`src/rtl/hub75_scan_driver.sv`:
```
// hub75_scan_driver: HUB75 scan/refresh controller that shifts one scan line of pixels,
// latches it, and lights the row for ON_CYCLES clocks, pulsing shift once per frame.
module hub75_scan_driver #(
    parameter int COLS      = 64,
    parameter int SCAN_ROWS = 16,
    parameter int COL_W     = 6,
    parameter int ROW_W     = 4,
    parameter int ON_CYCLES = 64
) (
    input  logic             clk,
    input  logic             rst,
    input  logic             en,
    output logic [COL_W-1:0] col,
    output logic [ROW_W-1:0] row,
    output logic             shift,
    input  logic             R0,
    input  logic             G0,
    input  logic             B0,
    input  logic             R1,
    input  logic             G1,
    input  logic             B1,
    output logic             hub_clk,
    output logic             hub_lat,
    output logic             hub_oe_n,
    output logic [ROW_W-1:0] hub_addr,
    output logic             hub_r0,
    output logic             hub_g0,
    output logic             hub_b0,
    output logic             hub_r1,
    output logic             hub_g1,
    output logic             hub_b1
);
    localparam int CNT_W = ON_CYCLES > 1 ? $clog2(ON_CYCLES) : 1;
    localparam logic [COL_W-1:0] COL_LAST = COL_W'(COLS - 1);
    localparam logic [ROW_W-1:0] ROW_LAST = ROW_W'(SCAN_ROWS - 1);
    localparam logic [CNT_W-1:0] CNT_LAST = CNT_W'(ON_CYCLES - 1);

    typedef enum logic [2:0] {IDLE, SHIFT, BLANK, LATCH, DISPLAY} state_t;

    state_t           state_q, state_d;
    logic             phase_q, phase_d;
    logic [CNT_W-1:0] cnt_q, cnt_d;
    logic [COL_W-1:0] col_q, col_d;
    logic [ROW_W-1:0] row_q, row_d;
    logic [ROW_W-1:0] addr_q, addr_d;
    logic [5:0]       rgb_q, rgb_d;
    logic             clk_q, clk_d;
    logic             lat_q, lat_d;
    logic             oe_n_q, oe_n_d;
    logic             shift_q, shift_d;

    always_comb begin
        state_d = state_q;
        phase_d = phase_q;
        cnt_d   = cnt_q;
        col_d   = col_q;
        row_d   = row_q;
        addr_d  = addr_q;
        rgb_d   = rgb_q;
        case (state_q)
            IDLE: if (en) begin
                state_d = SHIFT;
                col_d   = '0;
                phase_d = 1'b0;
            end
            SHIFT: begin
                phase_d = ~phase_q;
                // sample at the end of phase 0 so the generator gets a full clock per pixel
                if (!phase_q) rgb_d = {R0, G0, B0, R1, G1, B1};
                else if (col_q == COL_LAST) state_d = BLANK;
                else col_d = col_q + 1'b1;
            end
            BLANK: begin
                state_d = LATCH;
                addr_d  = row_q;
            end
            LATCH: begin
                state_d = DISPLAY;
                cnt_d   = '0;
            end
            DISPLAY: if (cnt_q == CNT_LAST) begin
                state_d = en ? SHIFT : IDLE;
                col_d   = '0;
                phase_d = 1'b0;
                row_d   = row_q == ROW_LAST ? '0 : row_q + 1'b1;
            end else begin
                cnt_d = cnt_q + 1'b1;
            end
            default: state_d = IDLE;
        endcase
        // outputs are registered from the next state so they line up with the state they describe
        clk_d   = state_q == SHIFT && phase_q;
        lat_d   = state_d == LATCH;
        oe_n_d  = state_d != DISPLAY;
        shift_d = state_d == DISPLAY && cnt_d == CNT_LAST && row_q == ROW_LAST;
    end

    always_ff @(posedge clk or negedge rst) begin
        if (!rst) begin
            state_q <= IDLE;
            phase_q <= 1'b0;
            cnt_q   <= '0;
            col_q   <= '0;
            row_q   <= '0;
            addr_q  <= '0;
            rgb_q   <= '0;
            clk_q   <= 1'b0;
            lat_q   <= 1'b0;
            oe_n_q  <= 1'b1;
            shift_q <= 1'b0;
        end else begin
            state_q <= state_d;
            phase_q <= phase_d;
            cnt_q   <= cnt_d;
            col_q   <= col_d;
            row_q   <= row_d;
            addr_q  <= addr_d;
            rgb_q   <= rgb_d;
            clk_q   <= clk_d;
            lat_q   <= lat_d;
            oe_n_q  <= oe_n_d;
            shift_q <= shift_d;
        end
    end

    assign col      = col_q;
    assign row      = row_q;
    assign shift    = shift_q;
    assign hub_clk  = clk_q;
    assign hub_lat  = lat_q;
    assign hub_oe_n = oe_n_q;
    assign hub_addr = addr_q;
    assign {hub_r0, hub_g0, hub_b0, hub_r1, hub_g1, hub_b1} = rgb_q;
endmodule
```
`config.mk`:
```
export PLATFORM = sky130hd
export DESIGN_NAME = hub75_scan_driver
export DESIGN_NICKNAME = d
export VERILOG_FILES = /design/src/rtl/hub75_scan_driver.sv
export SDC_FILE = /design/constraint.sdc
export NUM_CORES = 1
export LEC_CHECK = 0
export BUFFER_PORTS_ARGS = -buffer_cell sky130_fd_sc_hd__buf_2
export CAP_MARGIN = 20
export CELL_PAD_IN_SITES_DETAIL_PLACEMENT = 2
export CELL_PAD_IN_SITES_GLOBAL_PLACEMENT = 2
export CORE_AREA = 2 2 71 73
export CTS_BUF_LIST = sky130_fd_sc_hd__clkbuf_4 sky130_fd_sc_hd__clkbuf_8
export DETAILED_ROUTE_END_ITERATION = 10
export DIE_AREA = 0 0 73 75
export PLACE_DENSITY = 0.81
export SYNTH_ARGS = -nofsm -noshare
export SYNTH_HDL_FRONTEND = slang
export SYNTH_SLANG_ARGS = --single-unit
```
`constraint.sdc`:
```
create_clock -name clk -period 2.5 [get_ports clk]
set_clock_uncertainty 0.2 [all_clocks]
set_input_delay 0.25 -clock clk [delete_from_list [all_inputs] [get_ports clk]]
set_output_delay 0.25 -clock clk [all_outputs]
set_load 0.05 [all_outputs]
```
==> results.py <==
metrics = {
    "timing": {
        "final.period_utilization_pct": 89.68,
        "setup_viol": 0,
        "hold_slack_ns": 0.2079,
        "setup_tns_ns": 0,
        "period_needed_ns": 2.242,
        "fin_ws_ns": 0.2581,
        "hold_viol": 0,
        "final-max-slew-violation-count": 0,
        "timing.fmax_mhz": 446.0,
        "worst_slew_pin_slew_ns": 0.7671,
        "relSlewSlack_pct": 48.86,
        "grt_setup_unrepaired": "no",
    },
    "routing": {
        "drt_iter0_drc": 40,
        "finalWirelength_um": 4580,
        "via_count": 1349,
        "wl_per_cell_um": 18.47,
        "drc": 0,
        "antenna_left": 0,
        "first_pass_iters": 4,
        "post_drt_via_cell_ratio": 5.440,
    },
    "critical_path": {
        "rr_worst_depth": 5,
        "worstPathMaxFanout": 16,
        "cp.required_ns": 2.54,
        "path_class": "flip-flop to flip-flop",
        "rr_endpoint": "col[0]",
        "critical_path_arrival_ns": 2.28,
        "regToRegSetupSlack_ns": 0.26,
        "crit_path_end_kind": "flip-flop",
        "startpoint_type": "flip-flop",
        "worstReg2RegStart": "state_q[2]",
    },
    "finish": {
        "num_antenna_cells": 0,
        "layout_commonest_cell": "dfrtp_1",
        "final_area_um2": 2003,
        "mostFrequentLayoutCells": "33 x dfrtp_1, 32 x buf_2, 13 x nand2_1, 12 x mux2_2, 11 x a21oi_1",
        "drive_gt1_share_pct": 29.90,
        "area_growth_pct": 21.29,
        "nNetsFinal": 205,
    },
    "power": {
        "ir_worst_vdd_v": 0.0003401,
        "leakage_uw": 0.0009368,
        "p_clk_share_pct": 22.7,
        "internal_power_uw": 1098,
        "pwr-share-comb_pct": 38.3,
        "p_sw_share_pct": 42.69,
        "powerDensity_nw_per_um2": 956.2,
        "pwr-share-seq_pct": 39.0,
        "p_switching_uw": 817.7,
    },
    "synth": {
        "synthCells": 153,
        "synth.yosys.warnings": 0,
        "yosysSeqAreaShare_pct": 51.59,
        "mappedNetlistArea_um2": 1652,
        "async_reset_ff_share_pct": 100.0,
        "synth_edf_count": 0,
        "ys_types": 39,
        "syn_area_per_cell_um2": 10.79,
        "yosys-top-cells-area": "dfrtp_1 50%, mux2_2 8.2%, a21oi_1 3.3%, nand3_1 3.0%, nand2_1 3.0%",
        "yosysTopAreaCellShare_pct": 50.00,
        "ys_ff_latch": 34,
        "synth_top_area_cell": "dfrtp_1",
        "synth_flop_cell": "dfrtp_1",
        "syn_nets": 165,
    },
    "floorplan": {
        "rows": 25,
        "num_io_pins": 33,
        "fp.dieW_um": 73,
        "dieHeight_um": 75,
        "start_util_pct": 35.44,
        "die-area_um2": 5475,
        "floorplan.core_area_um2": 4661,
    },
    "cts": {
        "clk_latency_ns": 0.29,
        "cts.htree.levels": 2,
        "clk_pin_slew_ns": 0.08,
        "cts_max_path_buffers": 2,
        "cts_buffers": 5,
        "cts.sinks": 34,
        "cts_resized": 0,
        "cts_tree": "done",
        "cts-root-buf": "clkbuf_8",
    },
    "run_status": {
        "outcome": "complete, no violations",
    },
    "grt": {
        "grt_pass1_vias": 1476,
        "grt_usage_pct": 18.99,
        "overflow": 0,
        "grt_pass1_wl_um": 7714,
        "grt_max_degree": 35,
        "antenna_found_initial": 0,
    },
    "placement": {
        "gp_congestion": 0.8626,
        "preCtsSetupSlack_ns": 0.2449,
        "place_area_um2": 1838,
        "portBuffers": 32,
        "dp_hpwl_um": 3207,
    },
    "hold_path": {
        "hold_path_end": "col[5]",
        "hold_path_depth": 3,
        "hold_path.class": "input port to flip-flop",
        "hp-start": "en",
    },
    "job": {
        "cap_violations": 0,
    },
}
-- repair_timing --
| action | in CTS | in global routing |
|---|---|---|
| endpoints found under the hold margin | 39 | 0 |
| setup buffers | 0 | 0 |
| hold buffers | 7 | 0 |
-- cells by family (layout without fill, tap and decap cells) --
family          after synthesis  after routing  synth area share (%)
compound gates               31             31                 11.74
xor+xnor                      2              2                 1.061
fa+ha+maj                     3              3                 2.273
buf+inv                      11             52                 3.863
flops                        34             34                 51.59
mux                          13             13                 8.788
simple gates                 59             59                 20.68
-- per-stage QoR --
step	power, uW	std cells	utilization (%)
2_1_floorplan	1294	153	-
3_3_place_gp	1437	233	39.44
3_5_place_dp	1486	233	39.44
4_1_cts	1937	248	42.98
5_1_grt	2014	248	42.98
6_report	1915	248	42.98
-- how the worst max path moves through the flow --
stage | startpoint | endpoint | slack [ns] | depth (start not counted)
2_1_floorplan | col[0] | col[5] | 0.39 | 6
3_3_place_gp | cnt_q[0] | col[5] | 0.46 | 6
3_5_place_dp | state_q[2] | col[0] | 0.24 | 5
4_1_cts | state_q[2] | col[0] | 0.23 | 5
5_1_grt | state_q[2] | col[0] | 0.07 | 5
6_report | state_q[2] | col[0] | 0.26 | 5
-- metal layers --
layer  up-vias  routed length, um  part of all wire, %  GRT usage [%]
li1        634                  -                    -              -
met1       686               1932                   42          22.08
met2        24               2436                   53          34.93
met3         5                152                  3.3          3.882
met4         0                 59                  1.3          6.173
met5         -                  0                    0              0
-- state kept, by name, indices dropped and copies added, names as in the netlist --
name / cells
cnt_q: 6
col: 6
hub_addr: 4
hub_clk: 1
hub_lat: 1
hub_oe_n: 1
phase_q: 1
rgb_q: 6
row: 4
shift: 1
state_q: 3
-- cells in the mapped netlist, types with 2 or more instances --
cell and instances:
nand3_1 10, nor2_1 7, ha_1 3, buf_2 3
nand4b_1 2, a31oi_1 3, nor2b_1 3, nand2b_1 2
a21oi_1 11, mux2_2 12, buf_6 2, a22o_1 2
and2_1 3, o41ai_1 2, o21ai_0 9, nor3_1 2
inv_1 4, dfrtp_1 33, nand4_1 4, xnor2_1 2
nand2_1 13, and3_1 4
-- power groups by stage --
| stage | registers [uW] | clock network, uW | logic (uW) |
|---|---|---|---|
| 6_report | 748 | 435 | 733 |
| 4_1_cts | 746 | 451 | 740 |
| 3_3_place_gp | 741 | 0 | 696 |
| 3_5_place_dp | 757 | 0 | 728 |
| 5_1_grt | 766 | 468 | 780 |
| 2_1_floorplan | 1060 | 0 | 239 |
-- area by class of cell --
cell class                 instances  area (um^2)
inverter                           4        15.01
clock buffer                       6        82.58
multi-input combinational        108        735.7
fill                             506         2658
sequential                        34        852.1
tap                               54        67.56
clock inverter                     2        12.51
timing repair buffer              40        237.7
-- worst max-delay path: stages, from the launching register on --
cell	delay (ns)
dfrtp_1	0.57
nor2b_1	0.43
nor2b_1	0.37
and2_1	0.22
nor2b_1	0.22
mux2_2	0.18
Note: power is estimated with default switching activity, not from simulation.
